<file path="src/rtl/weight_train_ctrl.sv">
// weight_train_ctrl: closed-loop memristor synapse weight training sequencer.
// Each iteration reads every channel through the ADC handshake, classifies the
// samples against the [WEIGHT_MIN, WEIGHT_MAX] window, reports them as a UART
// frame and requests one potentiate/depress pulse round. It stops when every
// channel is in window (done) or the WRITE-round budget is used up (fail).
module weight_train_ctrl #(
  parameter int         N_CH       = 4,
  parameter int         ADC_W      = 12,
  parameter int         WEIGHT_MIN = 768,
  parameter int         WEIGHT_MAX = 1024,
  parameter int         MAX_ITER   = 255,
  parameter int         ITER_W     = 8,
  parameter logic [7:0] HDR_BYTE   = 8'hAA,
  localparam int        CH_W       = (N_CH > 1) ? $clog2(N_CH) : 1
) (
  input  logic                    clk,
  input  logic                    rst_n,
  input  logic                    start,
  output logic                    adc_req,
  output logic [CH_W-1:0]         adc_ch,
  input  logic                    adc_valid,
  input  logic [ADC_W-1:0]        adc_data,
  output logic                    pulse_req,
  output logic [2*N_CH-1:0]       pulse_mode,
  input  logic                    pulse_done,
  output logic                    uart_send,
  output logic [7:0]              uart_data,
  input  logic                    uart_done,
  output logic [N_CH*ADC_W-1:0]   weights,
  output logic [ITER_W-1:0]       iter_cnt,
  output logic                    done,
  output logic                    fail
);

  localparam int          NBYTES = 2 * N_CH + 2;
  localparam int          BI_W   = $clog2(NBYTES);
  localparam logic [31:0] WMIN_U = 32'(WEIGHT_MIN);
  localparam logic [31:0] WMAX_U = 32'(WEIGHT_MAX);

  typedef enum logic [2:0] {
    S_IDLE, S_READ, S_COMPARE, S_REPORT, S_CHECK, S_WRITE, S_DONE, S_FAIL
  } state_t;

  state_t            state;
  logic [2*N_CH-1:0] cls_q;
  logic              all_ok_q;
  logic              fail_next_q;
  logic [BI_W-1:0]   byte_idx;
  logic [2*N_CH-1:0] cls_c;
  logic              all_ok_c;

  // Window classification: 1 = needs potentiation, 2 = needs depression, 0 = in window.
  function automatic logic [1:0] classify(input logic [ADC_W-1:0] w);
    logic [31:0] wz;
    wz = 32'(w);
    if (wz <= WMIN_U) return 2'd1;
    else if (wz >= WMAX_U) return 2'd2;
    else return 2'd0;
  endfunction

  // Iteration count saturates at the budget so it can never wrap.
  function automatic logic [ITER_W-1:0] sat_inc(input logic [ITER_W-1:0] v);
    return (v == ITER_W'(MAX_ITER)) ? v : v + ITER_W'(1);
  endfunction

  // Report frame: header, then high/low byte per channel, then status byte.
  function automatic logic [7:0] frame_byte(input logic [BI_W-1:0]       idx,
                                            input logic [N_CH*ADC_W-1:0] wts,
                                            input logic                  ok,
                                            input logic                  fn);
    logic [15:0] wz;
    int          k;
    frame_byte = 8'h00;
    wz         = '0;
    k          = 0;
    if (idx == '0) begin
      frame_byte = HDR_BYTE;
    end else if (idx == BI_W'(NBYTES - 1)) begin
      frame_byte = {ok, fn, 6'b0};
    end else begin
      k          = int'(idx) - 1;
      wz         = 16'(wts[(k / 2) * ADC_W +: ADC_W]);
      frame_byte = (k[0] == 1'b0) ? wz[15:8] : wz[7:0];
    end
  endfunction

  // Per-channel class vector and all-in-window flag from the captured samples.
  always_comb begin
    cls_c    = '0;
    all_ok_c = 1'b1;
    for (int c = 0; c < N_CH; c++) begin
      cls_c[2*c +: 2] = classify(weights[c*ADC_W +: ADC_W]);
      if (cls_c[2*c +: 2] != 2'd0) all_ok_c = 1'b0;
    end
  end

  // Training sequencer; start low is a synchronous abort that clears everything.
  always_ff @(posedge clk or negedge rst_n) begin
    if (!rst_n) begin
      state       <= S_IDLE;
      adc_req     <= 1'b0;
      adc_ch      <= '0;
      pulse_req   <= 1'b0;
      pulse_mode  <= '0;
      uart_send   <= 1'b0;
      uart_data   <= '0;
      weights     <= '0;
      iter_cnt    <= '0;
      done        <= 1'b0;
      fail        <= 1'b0;
      cls_q       <= '0;
      all_ok_q    <= 1'b0;
      fail_next_q <= 1'b0;
      byte_idx    <= '0;
    end else if (!start) begin
      state       <= S_IDLE;
      adc_req     <= 1'b0;
      adc_ch      <= '0;
      pulse_req   <= 1'b0;
      pulse_mode  <= '0;
      uart_send   <= 1'b0;
      uart_data   <= '0;
      weights     <= '0;
      iter_cnt    <= '0;
      done        <= 1'b0;
      fail        <= 1'b0;
      cls_q       <= '0;
      all_ok_q    <= 1'b0;
      fail_next_q <= 1'b0;
      byte_idx    <= '0;
    end else begin
      case (state)
        S_IDLE: begin
          state    <= S_READ;
          adc_ch   <= '0;
          iter_cnt <= '0;
          adc_req  <= 1'b1;
        end
        S_READ: begin
          if (adc_req) begin
            if (adc_valid) begin
              weights[adc_ch*ADC_W +: ADC_W] <= adc_data;
              adc_req <= 1'b0;
              if (adc_ch == CH_W'(N_CH - 1)) begin
                adc_ch <= '0;
                state  <= S_COMPARE;
              end
            end
          end else begin
            // One idle cycle after each capture, then request the next channel.
            adc_ch  <= adc_ch + CH_W'(1);
            adc_req <= 1'b1;
          end
        end
        S_COMPARE: begin
          cls_q       <= cls_c;
          all_ok_q    <= all_ok_c;
          fail_next_q <= !all_ok_c && (iter_cnt == ITER_W'(MAX_ITER));
          byte_idx    <= '0;
          uart_send   <= 1'b1;
          uart_data   <= HDR_BYTE;
          state       <= S_REPORT;
        end
        S_REPORT: begin
          uart_send <= 1'b0;
          if (!uart_send && uart_done) begin
            if (byte_idx == BI_W'(NBYTES - 1)) begin
              state <= S_CHECK;
            end else begin
              byte_idx  <= byte_idx + BI_W'(1);
              uart_send <= 1'b1;
              uart_data <= frame_byte(byte_idx + BI_W'(1), weights, all_ok_q, fail_next_q);
            end
          end
        end
        S_CHECK: begin
          if (all_ok_q) begin
            done  <= 1'b1;
            state <= S_DONE;
          end else if (fail_next_q) begin
            fail  <= 1'b1;
            state <= S_FAIL;
          end else begin
            pulse_req  <= 1'b1;
            pulse_mode <= cls_q;
            state      <= S_WRITE;
          end
        end
        S_WRITE: begin
          if (pulse_done) begin
            pulse_req  <= 1'b0;
            pulse_mode <= '0;
            iter_cnt   <= sat_inc(iter_cnt);
            adc_ch     <= '0;
            adc_req    <= 1'b1;
            state      <= S_READ;
          end
        end
        S_DONE, S_FAIL: begin
          state <= state;
        end
        default: state <= S_IDLE;
      endcase
    end
  end

endmodule

</file>
<file path="config.mk">
export PLATFORM = sky130hd
export DESIGN_NAME = weight_train_ctrl
export DESIGN_NICKNAME = d
export VERILOG_FILES = /design/src/rtl/weight_train_ctrl.sv
export SDC_FILE = /design/constraint.sdc
export NUM_CORES = 1
export LEC_CHECK = 0
export BUFFER_PORTS_ARGS = -buffer_cell sky130_fd_sc_hd__buf_2
export CAP_MARGIN = 20
export CORE_ASPECT_RATIO = 1.4
export CORE_MARGIN = 2
export CORE_UTILIZATION = 30
export DETAILED_ROUTE_END_ITERATION = 7
export PLACE_DENSITY_LB_ADDON = 0.25
export SKIP_LAST_GASP = 1
export SYNTH_ARGS = -nofsm -noshare
export SYNTH_HDL_FRONTEND = slang
export SYNTH_SLANG_ARGS = --single-unit
</file>
<file path="constraint.sdc">
create_clock -name clk -period 5.4 [get_ports clk]
set_input_delay 0.81 -clock clk [delete_from_list [all_inputs] [get_ports clk]]
set_output_delay 0.81 -clock clk [all_outputs]
set_load 0.05 [all_outputs]
</file>
Word-level counts from Yosys, hierarchy flattened
Index checks and enable logic that the tools add are counted.
{ "totals": {"regBits": 96, "ram_bits": 0, "wordCells": 171, "rom_bits": 0, "latch_bits": 0, "n_memories": 0, "output_inout_bits": 79} }
{ "classes": {"n_addsub": 6, "mul": 2, "shift": 3, "order_cmp": 8, "n_reduce_logical": 20, "mux": 80, "n_eq_ne": 36, "bitwise": 1, "div": 0} }
{ "ops": {"columns": ["operator", "count"], "rows": [
  ["2-to-1 mux 48 bit", 4],
  ["2-to-1 mux 8 bit", 15],
  ["bitwise mux 48 bit", 1],
  ["greater-or-equal comparator 12 x 11 -> 1 bit, second input constant", 4],
  ["less-or-equal comparator 12 x 10 -> 1 bit, second input constant", 4],
  ["one-hot mux 8 bit (2 select lines)", 3],
  ["variable shift 12 x 34 -> 48 bit, first input constant", 1],
  ["variable part select 12 x 34 -> 48 bit", 1],
  ["variable part select 48 x 32 -> 12 bit", 1],
  ["negator 6 -> 34 bit", 1],
  ["adder 32 x 1 -> 32 bit", 1],
  ["multiplier 32 x 3 -> 30 bit, second input constant", 1],
  ["2-to-1 mux 2 bit", 15],
  ["!= test 3 bit, second input constant", 10],
  ["2-to-1 mux 1 bit", 26],
  ["2-to-1 mux 3 bit", 7],
  ["one-hot mux 3 bit (6 select lines)", 1],
  ["!= test 2 x 1 -> 1 bit, second input constant", 7],
  ["== test 3 bit, second input constant", 4],
  ["2-to-1 mux 4 bit", 3],
  ["AND reduction 3 bit", 4],
  ["!= test 3 x 1 -> 1 bit, second input constant", 3],
  ["adder 8 x 1 -> 8 bit, second input constant", 1],
  ["== test 4 bit, second input constant", 2],
  ["other kinds (25)", 36]
]} }

Logic depth before layout (Yosys ltp)
Gate-level depths: netlist of run 1.
{ "depth": {"depth_word": 13, "depth_mapped": 20, "depth_no_buf": 18} }

Least setup slack after synthesis of run 1
OpenSTA, ideal clock, no wires.
{ "synth_path": {"kind": "reg2reg", "startpoint": "register byte_idx[1]", "endpoint": "register uart_data[6]", "slack_ns": 0.786, "period_less_slack_ns": 4.614, "t_arrival_ns": 4.492, "path_buffers": 4, "path_stages_with_launch": 20, "path_cell_list": "dfrtp_1 > ha_1 > a21bo_2 > and2_1 > and3_1 > and2_1 > ha_1 > buf_2 > buf_1 > clkbuf_1 > and2_1 > ha_1 > fa_1 > clkbuf_1 > inv_1 > nor3_1 > nand2_1 > o221ai_1 > a221o_1 > a32o_1"} }
{ "synth_between": {"elab_chain_cells": 13, "word_cells_on_any_way": 18} }
{ "synth_lines": {"columns": ["item", "line", "text"], "rows": [
  ["start: declaration", "48", "logic [BI_W-1:0] byte_idx;"],
  ["start signal: assignment", "170", "byte_idx <= byte_idx + BI_W'(1);"],
  ["adder 4 x 1 -> 4 bit", "172", "uart_data <= frame_byte(byte_idx + BI_W'(1), weights, all_ok_q, fail_next_q);"],
  ["subtractor 4 x 1 -> 5 bit", "81", "k = int'(idx) - 1;"],
  ["AND 1 bit (no source line)", null, null],
  ["adder 32 x 1 -> 32 bit (no source line)", null, null],
  ["multiplier 32 x 3 -> 30 bit", "82", "wz = 16'(wts[(k / 2) * ADC_W +: ADC_W]);"],
  ["variable part select 48 x 32 -> 12 bit", "82", null],
  ["2-to-1 mux 8 bit", "83", "frame_byte = (k[0] == 1'b0) ? wz[15:8] : wz[7:0];"],
  ["2-to-1 mux 8 bit", "78", "end else if (idx == BI_W'(NBYTES - 1)) begin"],
  ["2-to-1 mux 8 bit", "76", "if (idx == '0) begin"],
  ["2-to-1 mux 8 bit", "167", "if (byte_idx == BI_W'(NBYTES - 1)) begin"],
  ["2-to-1 mux 8 bit", "166", "if (!uart_send && uart_done) begin"],
  ["one-hot mux 8 bit (2 select lines)", "132", "case (state)"],
  ["2-to-1 mux 8 bit", "115", "end else if (!start) begin"],
  ["end signal: assignment", "172", null],
  ["end: declaration", "27", "output logic [7:0] uart_data,"]
]} }
Parallel ways exist; a longest one is shown, timed or not. The select of a mux whose other input is x is not followed.
A chain may end at the register's enable or synchronous reset.

Final worst setup path of run 1
{ "layout_path": {"startpoint": "register byte_idx[0]", "endpoint": "register uart_data[5]"} }
Same word-level chain as after synthesis.

==> metrics.md, run 1 <==
| Metric | Value |
|---|---|
| Status | `finished clean` |
| VDD IR-drop max | `around 0.16 mV` |
| WP buf/inv | `3` |
| Post-CTS Resized | `0` |
| FMAX | `about 0.20 GHz` |
| Critical Path RT | `5650 ps` |
| Crit Path Max Fanout | `13` |
| Top post-synthesis cells by area | `dfrtp_1 38%, a22o_1 5.9%, nand2_1 5.9%` |
| Worst slack, placed | `around 550 ps` |
| DP HPWL | `approximately 17000 microns` |
| Slew @ Worst Pin | `between 1000 and 1500 ps` |
| DRT Pass-1 Iters | `5` |
| Max_slew headroom | `0.287` |
| Layout Utilization | `0.355` |
| Crit Path Category | `reg -> reg` |
| Power, Total | `around 0.0025 W` |
| Seq/Total Area, Yosys | `0.379` |
| Initial core utilization | `0.307` |
| GRT Overall Usage | `0.196` |
| Power per cell area | `around 340 nW/um^2` |
| Max-Cap Viols | `0` |
| CP Cell Sequence | `clkinv_1, buf_4, ha_1, or3b_2, mux2i_1, o221ai_2, xor2_1, ha_1, ha_1, fa_1, buf_4, nand3_1, nor4_1, a31oi_1, a311oi_1` |
| Nets | `just over 800` |
| CTS Sinks | `96` |
| Post-CTS setup buffers | `0` |
| Synth cell types | `68` |
| Crit path capture type | `flip-flop` |
| Unrepaired setup endpoints after global routing | `false` |
| Rows | `62` |
| GRT Residual Overflow | `0` |
| Top cell type by total area after synthesis | `dfrtp_1` |
| TritonCTS buffer count | `9` |
| Max Root-Sink Buffers | `2` |
| Arr. time, crit path | `slightly above 5000 ps` |
| Final setup viols | `0` |
| Worst-Skew Late Latency | `approximately 360 ps` |
| Final Non-Filler Cells | `around 1100` |
| I/O Pins | `97` |
| Flops & latches, synth | `between 90 and 100` |
| Hold_buf cts | `0` |
| CP top delay family | `adder cells` |
| Setup ws final | `between 400 and 500 ps` |
| R2R setup slack | `between 400 and 500 ps` |
| Max incr delay on CP | `630 ps` |
| Synth warnings | `0` |
| Core ar. | `20600 sq um` |
| Share of cells above drive strength 1 | `0.192` |
| Initial antenna violation count | `0` |
| Clock slew at reported path FFs | `80 ps` |
| Port bufs | `96` |
| Commonest cells in the netlist | `100 x nand2_1, 96 x dfrtp_1, 69 x nor2_1` |
| Area share of the largest cell type after synthesis | `0.379` |
| CTS Root Cell | `clkbuf_16` |
| Largest net degree at the start of global routing | `around 60` |
| Clock Skews | `about 13 ps` |
| Diodes inserted | `0` |
| WL/cell | `~21 microns` |
| Die ar. | `22300 sq um` |
| Number of synthesized flops with an enable pin | `0` |
| Netlist Area Pre-Place | `6340 sq um` |
| Final WL | `21800 microns` |
| Final GP Congestion | `~0.93` |
| Worst path most repeated cell | `ha_1` |
| Crit-path slowest cell | `fa_1` |
| Setup TNS | `0 ps` |
| Iteration-0 DRC Markers | `around 370` |
| Hold Path Class | `in -> async` |
| Post-DRT Antenna Nets | `0` |
| Mapped Nets | `between 700 and 800` |
| Syn-to-layout area delta | `15.7%` |
| First-pass GRT wire length | `33900 microns` |
| Syn Inst Count | `~720` |
| Hold Fails Final Rpt | `0` |
| Fin crit period | `roughly 4900 ps` |
| H-Tree Depth | `3` |
| Count leader, synth | `nand2_1` |
| CTS tree | `built` |
| Via count | `about 6000` |
| Static leakage | `between 3 and 4 nW` |
| DRC | `0` |
| Final worst-path cycle share | `0.912` |
| Vias in the first global route | `roughly 6000` |
| Die H | `approximately 180 microns` |
| Synthesized area per cell | `8.86 sq um` |
| Max-slew violations | `0` |
| Placed insts | `just over 1000` |
| Ys async rst share | `1.00` |
| CP startpoint kind | `flip-flop` |
| Top FF cell, synth | `dfrtp_1` |
| Width of the die | `between 100 and 150 microns` |
| Vias per cell | `between 5 and 6` |
-- final cells by class --
class / count / area (sq um)
fill: 2224 / 13300
multi-input combinational: 561 / 3700
sequential: 96 / 2400
timing repair buffer: 106 / 558
tap: 256 / 320
clock buffer: 10 / 229
inverter: 17 / 63.8
clock inverter: 6 / 51.3
-- cell families (layout without fill, tap and decap cells) --
logic type,Yosys count,count (layout),share of synthesized area
xor+xnor,18,18,0.0272
buf+inv,58,139,0.0363
mux,45,45,0.0855
simple gates,261,261,0.190
flops,96,96,0.379
fa+ha+maj,21,21,0.0426
compound gates,216,216,0.240
-- state kept, by name, indices dropped and copies added (netlist names) --
name	cells
done	1
weights	48
adc_req	1
iter_cnt	8
byte_idx	4
all_ok_q	1
pulse_mode	8
adc_ch	2
uart_send	1
fail	1
pulse_req	1
state	3
uart_data	8
fail_next_q	1
cls_q	8
-- cell usage in the layout, fill, tap and decap left out, drive strengths merged, types with 8 or more instances in the layout --
cell	Yosys	routed
buf	11	106
nand2	100	100
dfrtp	96	96
nor2	69	69
o21ai	47	47
a22o	43	43
a21oi	38	38
mux2i	26	26
nand3	20	20
ha	20	20
inv	14	16
mux2	13	13
nor4	12	12
a22oi	11	11
xnor2	11	11
nor2b	10	10
nor3	10	10
clkbuf	30	10
a31oi	9	9
a211oi	8	8
nand2b	8	8
-- where the power goes --
part	internal [W]	leakage (nW)	switching, W
clock network	0.000319	0.127	0.000306
registers	0.000794	1.32	0.000119
logic	0.000286	1.89	0.000667
total	0.00140	3.34	0.00109
-- final timing paths --
check	from	to	cells after the start
max in group asynchronous	rst_n	weights[6]	2
setup / recovery	byte_idx[0]	uart_data[5]	15
min in group clk	uart_data[4]	uart_data[4]	2
hold / removal	rst_n	iter_cnt[2]	1
hold reg to reg	uart_data[4]	uart_data[4]	2
setup reg to reg	byte_idx[0]	uart_data[5]	15
-- per-layer routing --
| layer | routed length [microns] | share of wire | GRT usage | vias to the layer above |
|---|---|---|---|---|
| li1 | - | - | - | 2818 |
| met4 | 1340 | 0.062 | 0.119 | 0 |
| met3 | 756 | 0.035 | 0.0258 | 57 |
| met5 | 0 | 0 | 0 | - |
| met1 | 8760 | 0.40 | 0.223 | 2884 |
| met2 | 11000 | 0.50 | 0.347 | 174 |
-- through the flow --
stage / cell area (sq um) / hold WS, ps
2_1_floorplan: 6340 / 461
3_3_place_gp: 7050 / 457
3_5_place_dp: 7050 / 475
4_1_cts: 7330 / 443
5_1_grt: 7330 / 458
6_report: 7330 / 424
(Power assumes the default switching activity.)
==> run 2, diff against run 1 <==
- CORE_MARGIN: 2 -> unset
==> run 2 against run 1 <==
Maximum frequency is 0.44% higher. Largest cell class unchanged. Flip-flop and latch count stayed put. Count of clock-buffer cells in the layout is 1 lower. Final area is 0.14% lower.
==> metrics.md, run 2 (synthesis gave the netlist of run 1 again) <==
| Metric | Value |
|---|---|
| Status | `finished clean` |
| Top reg by flops | `weights` |
| H-Tree Depth | `3 (unchanged)` |
| Share of cells above drive strength 1 | `0.192 (+0.000242)` |
| Initial antenna violation count | `0 (unchanged)` |
| Most frequent cells in the layout | `100 x nand2_1, 96 x dfrtp_1, 95 x buf_2, 69 x nor2_1, 46 x o21ai_0` |
| Arr. time, crit path | `5150 ps (-30 ps)` |
| Setup ws final | `496 ps (+21.7 ps)` |
| GRT Residual Overflow | `0 (unchanged)` |
| Max-slew violations | `0 (unchanged)` |
| Final setup viols | `0 (unchanged)` |
| Slew @ Worst Pin | `1100 ps (+37.6 ps)` |
| Power per cell area | `340 nW/um^2 (about the same)` |
| Final GP Congestion | `0.904 (-3.0%)` |
| Worst slack, placed | `694 ps (+142 ps)` |
| DRT Pass-1 Iters | `5 (unchanged)` |
| Max_slew headroom | `0.262 (-0.0252)` |
| Width of the die | `125 microns (-1.6%)` |
| Fillers | `2200 (-1.1%)` |
| CTS Sinks | `96 (unchanged)` |
| Hold Fails Final Rpt | `0 (unchanged)` |
| R2R setup slack | `500 ps (+20 ps)` |
| Crit path capture type | `flip-flop` |
| Worst-Skew Late Latency | `370 ps (about the same)` |
| Hold Path Class | `in -> async` |
| Fin crit period | `4900 ps (-21.7 ps)` |
| Syn-to-layout area delta | `15.5%` |
| First-pass GRT wire length | `34800 microns (+2.4%)` |
| Final WL | `22200 microns (+1.7%)` |
| Diodes inserted | `0 (unchanged)` |
| Final worst-path cycle share | `0.908 (-0.00402)` |
| Unrepaired setup endpoints after global routing | `false` |
| CTS Root Cell | `clkbuf_16` |
| Iteration-0 DRC Markers | `409 (+9.9%)` |
| FMAX | `0.204 GHz (+0.44%)` |
| Post-DRT Antenna Nets | `0 (unchanged)` |
| Die H | `174 microns (-1.1%)` |
| Multi-input combinational cell area | `3700 sq um (unchanged)` |
| Max reg flops | `48 (unchanged)` |
| Nets | `830 (unchanged)` |
| DRC | `0 (unchanged)` |
| Clock slew at reported path FFs | `70 ps (about the same)` |
| Fin area | `7320 sq um (-0.14%)` |
| Static leakage | `3.34 nW (about the same)` |
| GRT Overall Usage | `0.208 (+0.0125)` |
| Most common cell after layout, fill and taps aside | `nand2_1` |
| Setup TNS | `0 ps (unchanged)` |
| Port bufs | `96 (unchanged)` |
| CTS tree | `built` |
| VDD IR-drop max | `0.172 mV (+9.0%)` |
| Register area | `2400 sq um (unchanged)` |
| Largest net degree at the start of global routing | `51 (-14%)` |
| DP HPWL | `17100 microns (+0.86%)` |
| Hold_buf cts | `0 (unchanged)` |
| Max Root-Sink Buffers | `2 (unchanged)` |
| Die ar. | `21700 sq um (-2.7%)` |
| CP startpoint kind | `flip-flop` |
| WL/cell | `21.1 microns (+1.8%)` |
| DP Area | `7050 sq um (unchanged)` |
| Clock Skews | `8.56 ps (-4.21 ps)` |
| TritonCTS buffer count | `9 (unchanged)` |
| Vias per cell | `5.76 (+2.1%)` |
| Crit Path Category | `reg -> reg` |
| Core ar. | `20600 sq um (unchanged)` |
| Placed insts | `1036 (unchanged)` |
| Via count | `6051 (+2.0%)` |
| Max-Cap Viols | `0 (unchanged)` |
| Critical Path RT | `5650 ps (about the same)` |
| Vias in the first global route | `6096 (+1.3%)` |
| Rows | `62 (unchanged)` |
| Final Non-Filler Cells | `1051 (-0.095%)` |
| Crit Path Max Fanout | `14 (+1)` |
| Post-CTS Resized | `0 (unchanged)` |
| Initial core utilization | `0.307 (unchanged)` |
| I/O Pins | `97 (unchanged)` |
| Post-CTS setup buffers | `0 (unchanged)` |
-- run 2: through the flow --
stage          hold WS [ps]   util  total power, W
2_1_floorplan           461      -         0.00159
3_3_place_gp            457  0.342         0.00188
3_5_place_dp            468  0.342         0.00188
4_1_cts                 485  0.355         0.00249
5_1_grt                 509  0.355         0.00261
6_report                467  0.355         0.00249
-- run 2: metal layers --
| layer | vias up | track usage | routed length, microns |
|---|---|---|---|
| li1 | 2823 | - | - |
| met1 | 2979 | 0.232 | 8730 |
| met2 | 189 | 0.366 | 11200 |
| met3 | 60 | 0.0286 | 827 |
| met4 | 0 | 0.147 | 1390 |
| met5 | - | 0 | 0 |
-- run 2: power breakdown --
group | leakage, nW | internal (W) | switching (W)
sequential | 1.32 | 0.000794 | 0.000118
combinational | 1.89 | 0.000285 | 0.000672
clock | 0.124 | 0.000312 | 0.000305
-- run 2: cell type report --
| type | instances | area share |
|---|---|---|
| Multi-Input combinational cell | 561 | 0.506 |
| Sequential cell | 96 | 0.328 |
| Clock buffer | 9 | 0.0308 |
| Inverter | 17 | 0.00872 |
| Tap cell | 256 | 0.0438 |
| Clock inverter | 6 | 0.00615 |
| Timing Repair Buffer | 106 | 0.0762 |
-- run 2: critical path: stages (launching register included) --
cell and delay (ps):
dfrtp_1 420, ha_1 330, nand3b_1 180, and2_1 240, and3_1 230, and2_1 170
ha_1 220, ha_1 260, xor2_1 190, ha_1 310, ha_1 600, buf_4 290
inv_1 140, nand2_1 140, o22ai_1 100, a2111oi_0 640, nor2_1 100, o21ai_0 100
o21bai_1 100
-- run 2: worst paths after layout --
path,from,to,cells past startpoint
setup / recovery,byte_idx[1],uart_data[1],18
hold / removal,rst_n,iter_cnt[7],1
setup reg to reg,byte_idx[1],uart_data[1],18
hold reg to reg,pulse_req,pulse_req,1
max in group asynchronous,rst_n,weights[6],2
min in group clk,pulse_req,pulse_req,1
